==> config.mk <==
export PLATFORM = sky130hd
export DESIGN_NAME = iter_shifter
export DESIGN_NICKNAME = d
export VERILOG_FILES = /design/src/rtl/mips_pkg.sv /design/src/rtl/shift_step.sv /design/src/rtl/iter_shifter.sv
export SDC_FILE = /design/constraint.sdc
export NUM_CORES = 1
export LEC_CHECK = 0
export BUFFER_PORTS_ARGS = -buffer_cell sky130_fd_sc_hd__buf_2
export CORE_AREA = 2 2 91 93
export DETAILED_ROUTE_END_ITERATION = 8
export DIE_AREA = 0 0 93 95
export GPL_ROUTABILITY_DRIVEN = 0
export PLACE_DENSITY = 0.93
export SETUP_SLACK_MARGIN = 0.3
export SYNTH_ARGS = -nofsm -noshare
export SYNTH_HDL_FRONTEND = slang
export SYNTH_HIERARCHICAL = 1
export SYNTH_SLANG_ARGS = --single-unit
==> constraint.sdc <==
create_clock -name clk -period 3.85 [get_ports clk]
set_input_delay 0.385 -clock clk [delete_from_list [all_inputs] [get_ports clk]]
set_output_delay 0.385 -clock clk [all_outputs]
set_load 0.02 [all_outputs]
==> src/rtl/mips_pkg.sv <==
// rtl/mips_pkg.sv - shared shift-op codes and shifter state encoding
package mips_pkg;

   // Shift operation codes as carried down the EX stage
   localparam logic [1:0] SHOP_SLL = 2'b00;
   localparam logic [1:0] SHOP_SRL = 2'b01;
   localparam logic [1:0] SHOP_SRA = 2'b10;
   localparam logic [1:0] SHOP_RSV = 2'b11;

   // Iterative shifter control states
   typedef enum logic [1:0] {
      IDLE  = 2'd0,
      SHIFT = 2'd1,
      DONE  = 2'd2
   } sh_state_t;

   // Only power-of-two step sizes up to half a word keep k within a narrow mux
   function automatic bit step_is_legal(input int step);
      return (step == 1) || (step == 2) || (step == 4) || (step == 8) || (step == 16);
   endfunction

endpackage

==> src/rtl/shift_step.sv <==
// rtl/shift_step.sv - combinational single-step shift by k bits (k <= STEP)
module shift_step
   import mips_pkg::*;
#(
   parameter int WIDTH = 32,
   parameter int KW    = 1
) (
   input  logic [WIDTH-1:0] acc,
   input  logic [1:0]       op,
   input  logic [KW-1:0]    k,
   output logic [WIDTH-1:0] shifted
);

   // Select the shift flavour; reserved op passes the operand through untouched
   always_comb begin
      shifted = acc;
      case (op)
         SHOP_SLL: shifted = acc << k;
         SHOP_SRL: shifted = acc >> k;
         SHOP_SRA: shifted = $unsigned($signed(acc) >>> k);
         default:  shifted = acc;
      endcase
   end

endmodule

==> src/rtl/iter_shifter.sv <==
// rtl/iter_shifter.sv - multi-cycle SLL/SRL/SRA unit with start/busy/done handshake
module iter_shifter
   import mips_pkg::*;
#(
   parameter int WIDTH   = 32,
   parameter int SHAMT_W = 5,
   parameter int STEP    = 1
) (
   input  logic             clk,
   input  logic             rst,
   input  logic             start,
   input  logic [1:0]       op,
   input  logic [WIDTH-1:0] shamt_in,
   input  logic [WIDTH-1:0] data_in,
   output logic             busy,
   output logic             done,
   output logic [WIDTH-1:0] result
);

   // Width of the per-cycle shift amount: just enough to encode 0..STEP
   localparam int KW = $clog2(STEP + 1);
   localparam logic [SHAMT_W-1:0] STEP_AMT = SHAMT_W'(STEP);

   if (!step_is_legal(STEP)) begin : g_bad_step
      $error("iter_shifter: STEP must be one of 1, 2, 4, 8, 16");
   end

   if ((1 << SHAMT_W) != WIDTH) begin : g_bad_shamt_w
      $error("iter_shifter: SHAMT_W must equal log2(WIDTH)");
   end

   sh_state_t          state;
   logic [WIDTH-1:0]   acc;
   logic [SHAMT_W-1:0] rem;
   logic [1:0]         op_q;
   logic               busy_q;
   logic               done_q;
   logic [WIDTH-1:0]   result_q;

   logic [SHAMT_W-1:0] shamt_lo;
   logic               accept;
   logic               finish_now;
   logic [SHAMT_W-1:0] k_full;
   logic [KW-1:0]      k;
   logic [SHAMT_W-1:0] rem_nxt;
   logic [WIDTH-1:0]   acc_nxt;

   // The amount arrives zero-extended to a full word; only the low bits matter
   logic unused_shamt_hi;
   assign unused_shamt_hi = ^shamt_in[WIDTH-1:SHAMT_W];

   assign shamt_lo = shamt_in[SHAMT_W-1:0];

   // A request is taken whenever we are not in the middle of shifting
   assign accept = start && !busy_q;

   // Zero amount and the reserved op both complete without any shift cycles
   assign finish_now = (shamt_lo == '0) || (op == SHOP_RSV);

   // Per-cycle amount is the smaller of STEP and what is still left to shift
   always_comb begin
      k_full  = (rem > STEP_AMT) ? STEP_AMT : rem;
      k       = KW'(k_full);
      rem_nxt = rem - k_full;
   end

   shift_step #(
      .WIDTH (WIDTH),
      .KW    (KW)
   ) u_shift_step (
      .acc     (acc),
      .op      (op_q),
      .k       (k),
      .shifted (acc_nxt)
   );

   // Control FSM plus the operand, remainder, op and output registers
   always_ff @(posedge clk) begin
      if (rst) begin
         state    <= IDLE;
         acc      <= '0;
         rem      <= '0;
         op_q     <= SHOP_SLL;
         busy_q   <= 1'b0;
         done_q   <= 1'b0;
         result_q <= '0;
      end else begin
         done_q <= 1'b0;
         case (state)
            SHIFT: begin
               acc <= acc_nxt;
               rem <= rem_nxt;
               if (rem_nxt == '0) begin
                  state    <= DONE;
                  busy_q   <= 1'b0;
                  done_q   <= 1'b1;
                  result_q <= acc_nxt;
               end
            end
            IDLE, DONE: begin
               if (accept) begin
                  acc  <= data_in;
                  rem  <= shamt_lo;
                  op_q <= op;
                  if (finish_now) begin
                     state    <= DONE;
                     done_q   <= 1'b1;
                     result_q <= data_in;
                  end else begin
                     state  <= SHIFT;
                     busy_q <= 1'b1;
                  end
               end else begin
                  state <= IDLE;
               end
            end
            default: begin
               state  <= IDLE;
               busy_q <= 1'b0;
            end
         endcase
      end
   end

   assign busy   = busy_q;
   assign done   = done_q;
   assign result = result_q;

endmodule

---- After elaboration in Yosys (flattened, before gate mapping) ----
Cells that the tools add are included.
storage, ports and cells
  bits in read-only memories .............. 0
  register bits ........................... 75
  output and inout port bits .............. 34
  memories kept ........................... 0
  RAM bits ................................ 0
  input port bits ......................... 69
  bits in latches ......................... 0
  logic and storage cells ................. 56
operators by class
  add/sub/neg operators ................... 1
  reduce and logical (&&, ||, !) cells .... 13
  $mul .................................... 0
  order comparisons ....................... 1
  mux-type cells .......................... 22
  bitwise logic cells ..................... 0
  shift operators ......................... 3
  equal/unequal tests ..................... 9
  divide/modulo/power cells ............... 0
operator list
  cell                number
  $mux 32             4
  $pmux 32 s2         2
  $pmux 32 s3         1
  $shl 32x1->32       1
  $shr 32x1->32       1
  $sshr 32x1->32      1
  $logic_not 5->1     2
  $mux 5              2
  $pmux 5 s2          1
  $ne 2x2->1 const B  4
  $eq 2x2->1 const B  3
  $mux 1              6
  $mux 2              3
  $gt 5x1->1 const B  1
  $sub 5x5->5         1
  $eq 2x1->1 const B  2
  $logic_not 2->1     2
  $pmux 1 s2          2
  $pmux 2 s2          1
  $reduce_and 2->1    2
  $reduce_and 4->1    1
  $reduce_and 3->1    1
  $reduce_bool 2->1   1
  $reduce_or 2->1     1
  3 further kinds     3

---- Longest topological paths before layout ----
  depth in word-level cells ............... 6
  mapped depth ............................ 12

---- Cells and area by module ----
Netlist, hierarchy kept.
by module, submodules not included
  module        cells each  sequential area each (µm²)  times used  area an instance (µm²)
  iter_shifter  292         1501.4                      1           2999.1
  shift_step    154         0.0                         1           1517.7

---- Worst setup path after synthesis ----
No wires, ideal clock.
  path type ............................... register to register
  from .................................... register rem[2]
  to ...................................... register result_q[0] (netlist: result[0])
  data required time ...................... 3.780 ns
  path buffers ............................ 2
  arrival ................................. 1.910 ns
  setup slack ............................. 1.870 ns
  period minus slack after synthesis ...... 1.980 ns
  cell stages (with the launch flop) ...... 11
  setup time .............................. 0.070 ns
  cells stage by stage .................... dfxtp_1 > buf_2 > nor2_1 > a21o_1 > inv_1 > ha_1 > xnor2_1 > and4_1 > a211oi_2 > clkbuf_1 > o2bb2ai_1
between the ends
  word-level cells in the longest chain between the ends .. 6
  elaborated cells on any way between the ends .. 12
RTL lines
  item                                                       line                                  RTL
  start: declaration                                         iter_shifter.sv:34                    logic [SHAMT_W-1:0] rem;
  start signal: assignment                                   iter_shifter.sv:92                    rem <= rem_nxt;
  start signal: assignment                                   iter_shifter.sv:103                   rem <= shamt_lo;
  $gt 5x1->1                                                 iter_shifter.sv:62                    k_full = (rem > STEP_AMT) ? STEP_AMT : rem;
  $mux 5                                                     iter_shifter.sv:62
  $sub 5x5->5, or another cell as far along                  iter_shifter.sv:64                    rem_nxt = rem - k_full;
  $logic_not 5->1 or $pmux 32 s3 (tied branches)             iter_shifter.sv:93, shift_step.sv:17
  $ne 2x2->1 (no line) or $mux 32 (tied branches)            -
  $reduce_and 4->1 (no line) or $pmux 32 s2 (tied branches)  -
  end signal: assignment                                     iter_shifter.sv:97                    result_q <= acc_nxt;
  end signal: assignment                                     iter_shifter.sv:108                   result_q <= data_in;
  end: declaration                                           iter_shifter.sv:38                    logic [WIDTH-1:0] result_q;
Several ways; a longest one is shown, not always the timed one. The select of a mux whose other input is x is not followed.
A chain may end at the register's enable or synchronous reset.

---- Worst setup path in the final report ----
  from .................................... register rem[2]
  to ...................................... register acc[17]
between the ends
  word-level cells in the longest chain between the ends .. 5
  elaborated cells on any way between the ends .. 7
RTL lines
  item                                          line                 RTL
  $gt 5x1->1 *                                  iter_shifter.sv:62
  $mux 5 *                                      iter_shifter.sv:62
  named net k_full[0]                           iter_shifter.sv:43   logic [SHAMT_W-1:0] k_full;
  $sshr 32x1->32, or another cell as far along  shift_step.sv:20     SHOP_SRA: shifted = $unsigned($signed(acc) >>> k);
  $pmux 32 s3 *                                 shift_step.sv:17     case (op)
  named net acc_nxt[17]                         iter_shifter.sv:46   logic [WIDTH-1:0] acc_nxt;
  $pmux 32 s2 *                                 iter_shifter.sv:89   case (state)
  end signal: assignment                        iter_shifter.sv:91   acc <= acc_nxt;
  end signal: assignment                        iter_shifter.sv:102  acc <= data_in;
  end: declaration                              iter_shifter.sv:33   logic [WIDTH-1:0] acc;
The timed path passes the listed nets; every way through them passes the cells marked *.

==> flow_summary.yaml <==
logic_synthesis:
  synth.area.top_cells: "dfxtp_1 33%, mux2_4 9.3%, mux2i_1 8.0%"
  synth-main-ff-cell: "dfxtp_1"
  synth_compound_area_share_pct: 32.69
  ys_ff_latch: 75
  syn_nets: 517
  synth_edf_count: 0
  synth-xor-area-share_pct: 0.3878
  synth_top_area_share_pct: 33.24
  ys_types: 47
  synth_area_per_cell_um2: 10.13
  synth_simple_gate_area_share_pct: 7.008
  synth_area_leader_cell: "dfxtp_1"
  synth.area.mux_share_pct: 17.78
  synth-adder-area-share_pct: 0.5540
  synth_top_family_by_area: "compound AO/OA/AOI/OAI gates"
  synth_cells: 446
  yosysSeqAreaShare_pct: 33.24
  async_flop_share_pct: 0
  ys_warn_count: 6
  syn_area_um2: 4517
sta:
  slew_headroom_pct: 36.68
  setup_viol: 0
  rsz0062_at_grt: "false"
  skew_ns: 0.009689
  slew_viol_final: 0
  fmax_ghz: 0.3368
  hold_viol_final: 0
  min_period_ns: 2.969
  setup_tns_ns: 0
  tightest_slew_ns: 0.9499
  post-route-period-util_pct: 77.12
cells_and_area:
  antenna_cells: 0
  fill_cells: 640
  final_common_cell: "buf_2"
  final_cell_mix: "75 x buf_2, 73 x dfxtp_1, 42 x nor2_1"
  drive_above_1_share_pct: 37.83
  final_cell_count_no_fill: 602
  area_growth_pct: 9.889
  finalNetCount: 564
worst_setup_path:
  cp_slowest_cell: "nand2b_2"
  path_buf_inv: 0
  worstPathArrival_ns: 3.21
  cp_cell_sequence: "nor4_1 > nand2b_2 > nand2b_2 > o22ai_2 > a21oi_2 > mux2i_1 > a211oi_1"
  critPathMaxStageDelay_ns: 0.82
  cpMostUsedCell: "nand2b_2"
  crit_type: "flop to flop"
  cp_max_fo: 33
  worst_setup_path_start_kind: "flop"
  required_ns: 4.09
  end_kind: "flop"
  path_delay_family: "simple AND/OR/NAND/NOR gates"
  r2r_slack_ns: 0.88
clock_network:
  numCtsBuffers: 9
  holdBufCountCts: 0
  cts.root.buffer_cell: "clkbuf_8"
  cts_tree: "built"
  clk_latency_ns: 0.35
  cts.clk_slew.worst_paths_ns: 0.08
  cts.path.max_buffers: 2
  clock-sinks: 75
  ctsResizeCount: 0
  h-tree-depth: 3
  cts_setup_buffers: 0
die:
  fp.coreArea_um2: 7928
  rows: 33
  dieWidth_um: 93
  initial_core_util_pct: 56.98
  num_io_pins: 103
  die_area_um2: 8835
  die_y_um: 95
route:
  wl_um: 10660
  viasPerCell: 6.311
  drc: 0
  ant_nets: 0
  post_drt_wl_per_cell_um: 17.71
  dr_total_vias: 3799
  first_iter_violations: 276
  first_pass_iters: 5
placement:
  placed_cells: 587
  hpwl_um: 6925
  io_buffers: 75
power:
  power_leakage_nw: 2.000
  ir_worst_vdd_v: 0.0005121
  power.density_nw_per_um2: 906.7
global_routing:
  grt_use_met2_pct: 40.46
  grt_max_degree: 48
  first_global_vias: 3602
  grt_overflow_total: 0
  antenna_found_initial: 0
  grt_pass1_wl_um: 17520
  top_usage_layer: "met2"
  grt_use_total_pct: 24.58
  grtUsageMet3_pct: 5.267
  grt_use_met1_pct: 32.03
outcome:
  status: "finished, final reports clean"
job:
  maxCapViolCount: 0
worst_hold_path:
  hp-class: "input port to flop"
## power breakdown
group	leakage, nW	switching (W)	total [W]	internal, W
clock network	0.106	0.000294	0.000655	0.000361
logic	1.28	0.00143	0.00255	0.00112
registers	0.616	0.000300	0.00130	0.000995
total	2.00	0.00202	0.00450	0.00248
## stage by stage
step                instance area [um2]  worst slack (ns)  power (W)  hold WS (ns)  util (%)
detailed placement                 4757            0.9733   0.003809        0.4414     60.01
floorplan                          4517             1.870   0.003545        0.4583         -
global route                       4964            0.6322   0.004774        0.3304     62.61
CTS                                4964            0.9054   0.004477        0.3007     62.61
finish                             4964            0.8807   0.004501        0.3211     62.61
global placement                   4757             1.091   0.003673        0.4419     60.01
## area by class of cell
type	count	area [um2]	area share (%)
multi-input cells	315	2656	53.52
inverters	10	37.54	0.7562
well taps	105	131.4	2.647
clock inverters	5	78.83	1.588
flip-flops and latches	75	1504	30.30
repair buffers	82	427.9	8.621
clock buffers	10	127.6	2.571
## flip-flops by register name, indices dropped and copies added, names as in the netlist
register / flops
op_q: 2
result: 32
acc: 32
state: 2
busy: 1
done: 1
rem: 5
## Yosys cell counts (2+ instances only)
library cell / instances
a21oi_1: 13
dfxtp_1: 75
nand2_1: 8
nand3_1: 2
o22ai_1: 33
a21o_1: 5
buf_1: 4
o31ai_1: 2
o22ai_2: 28
buf_6: 10
nor2_1: 42
buf_4: 7
clkbuf_1: 9
buf_12: 3
o2bb2ai_1: 31
buf_2: 13
mux2i_1: 36
mux2_4: 28
inv_1: 9
ha_1: 2
a21oi_2: 23
a211oi_1: 33
o21ai_0: 2
mux2_2: 2
a31oi_1: 2
nor2b_1: 3
## path summary, 6_finish.rpt
path                                             start                      to  depth (start not counted)
worst max-delay path               rem[2]$_SDFFE_PP0P_    acc[17]$_SDFFE_PP0P_                          7
worst min-delay path                             op[1]    op_q[1]$_SDFFE_PP0P_                          3
worst max register to register     rem[2]$_SDFFE_PP0P_    acc[17]$_SDFFE_PP0P_                          7
worst min register to register  result[3]$_SDFFE_PP0P_  result[3]$_SDFFE_PP0P_                          1
## routing by layer
layer  part of all wire, %  vias to the layer above  wire length [um]
met2                    49                      153              5229
met5                     0                        -                 0
met4                   1.8                        0               195
met1                    43                     1831              4561
met3                   6.3                       21               675
li1                      -                     1794                 -
## cell families (layout without fill, tap and decap cells)
group | Yosys count | in the layout
AOI/OAI and AO/OA | 179 | 179
DFF | 75 | 75
muxes | 66 | 66
and+or+nand+nor | 66 | 66
buffers and inverters | 56 | 107
adders and majority gates | 2 | 2
xor gates and xnor gates | 2 | 2
## worst reg2reg max path, cell delays in order, from the launching register on
cell and delay, ns:
dfxtp_1 0.39, nor4_1 0.46, nand2b_2 0.41, nand2b_2 0.83, o22ai_2 0.21, a21oi_2 0.15, mux2i_1 0.11, a211oi_1 0.31
Power figures use the tool's default switching activity.
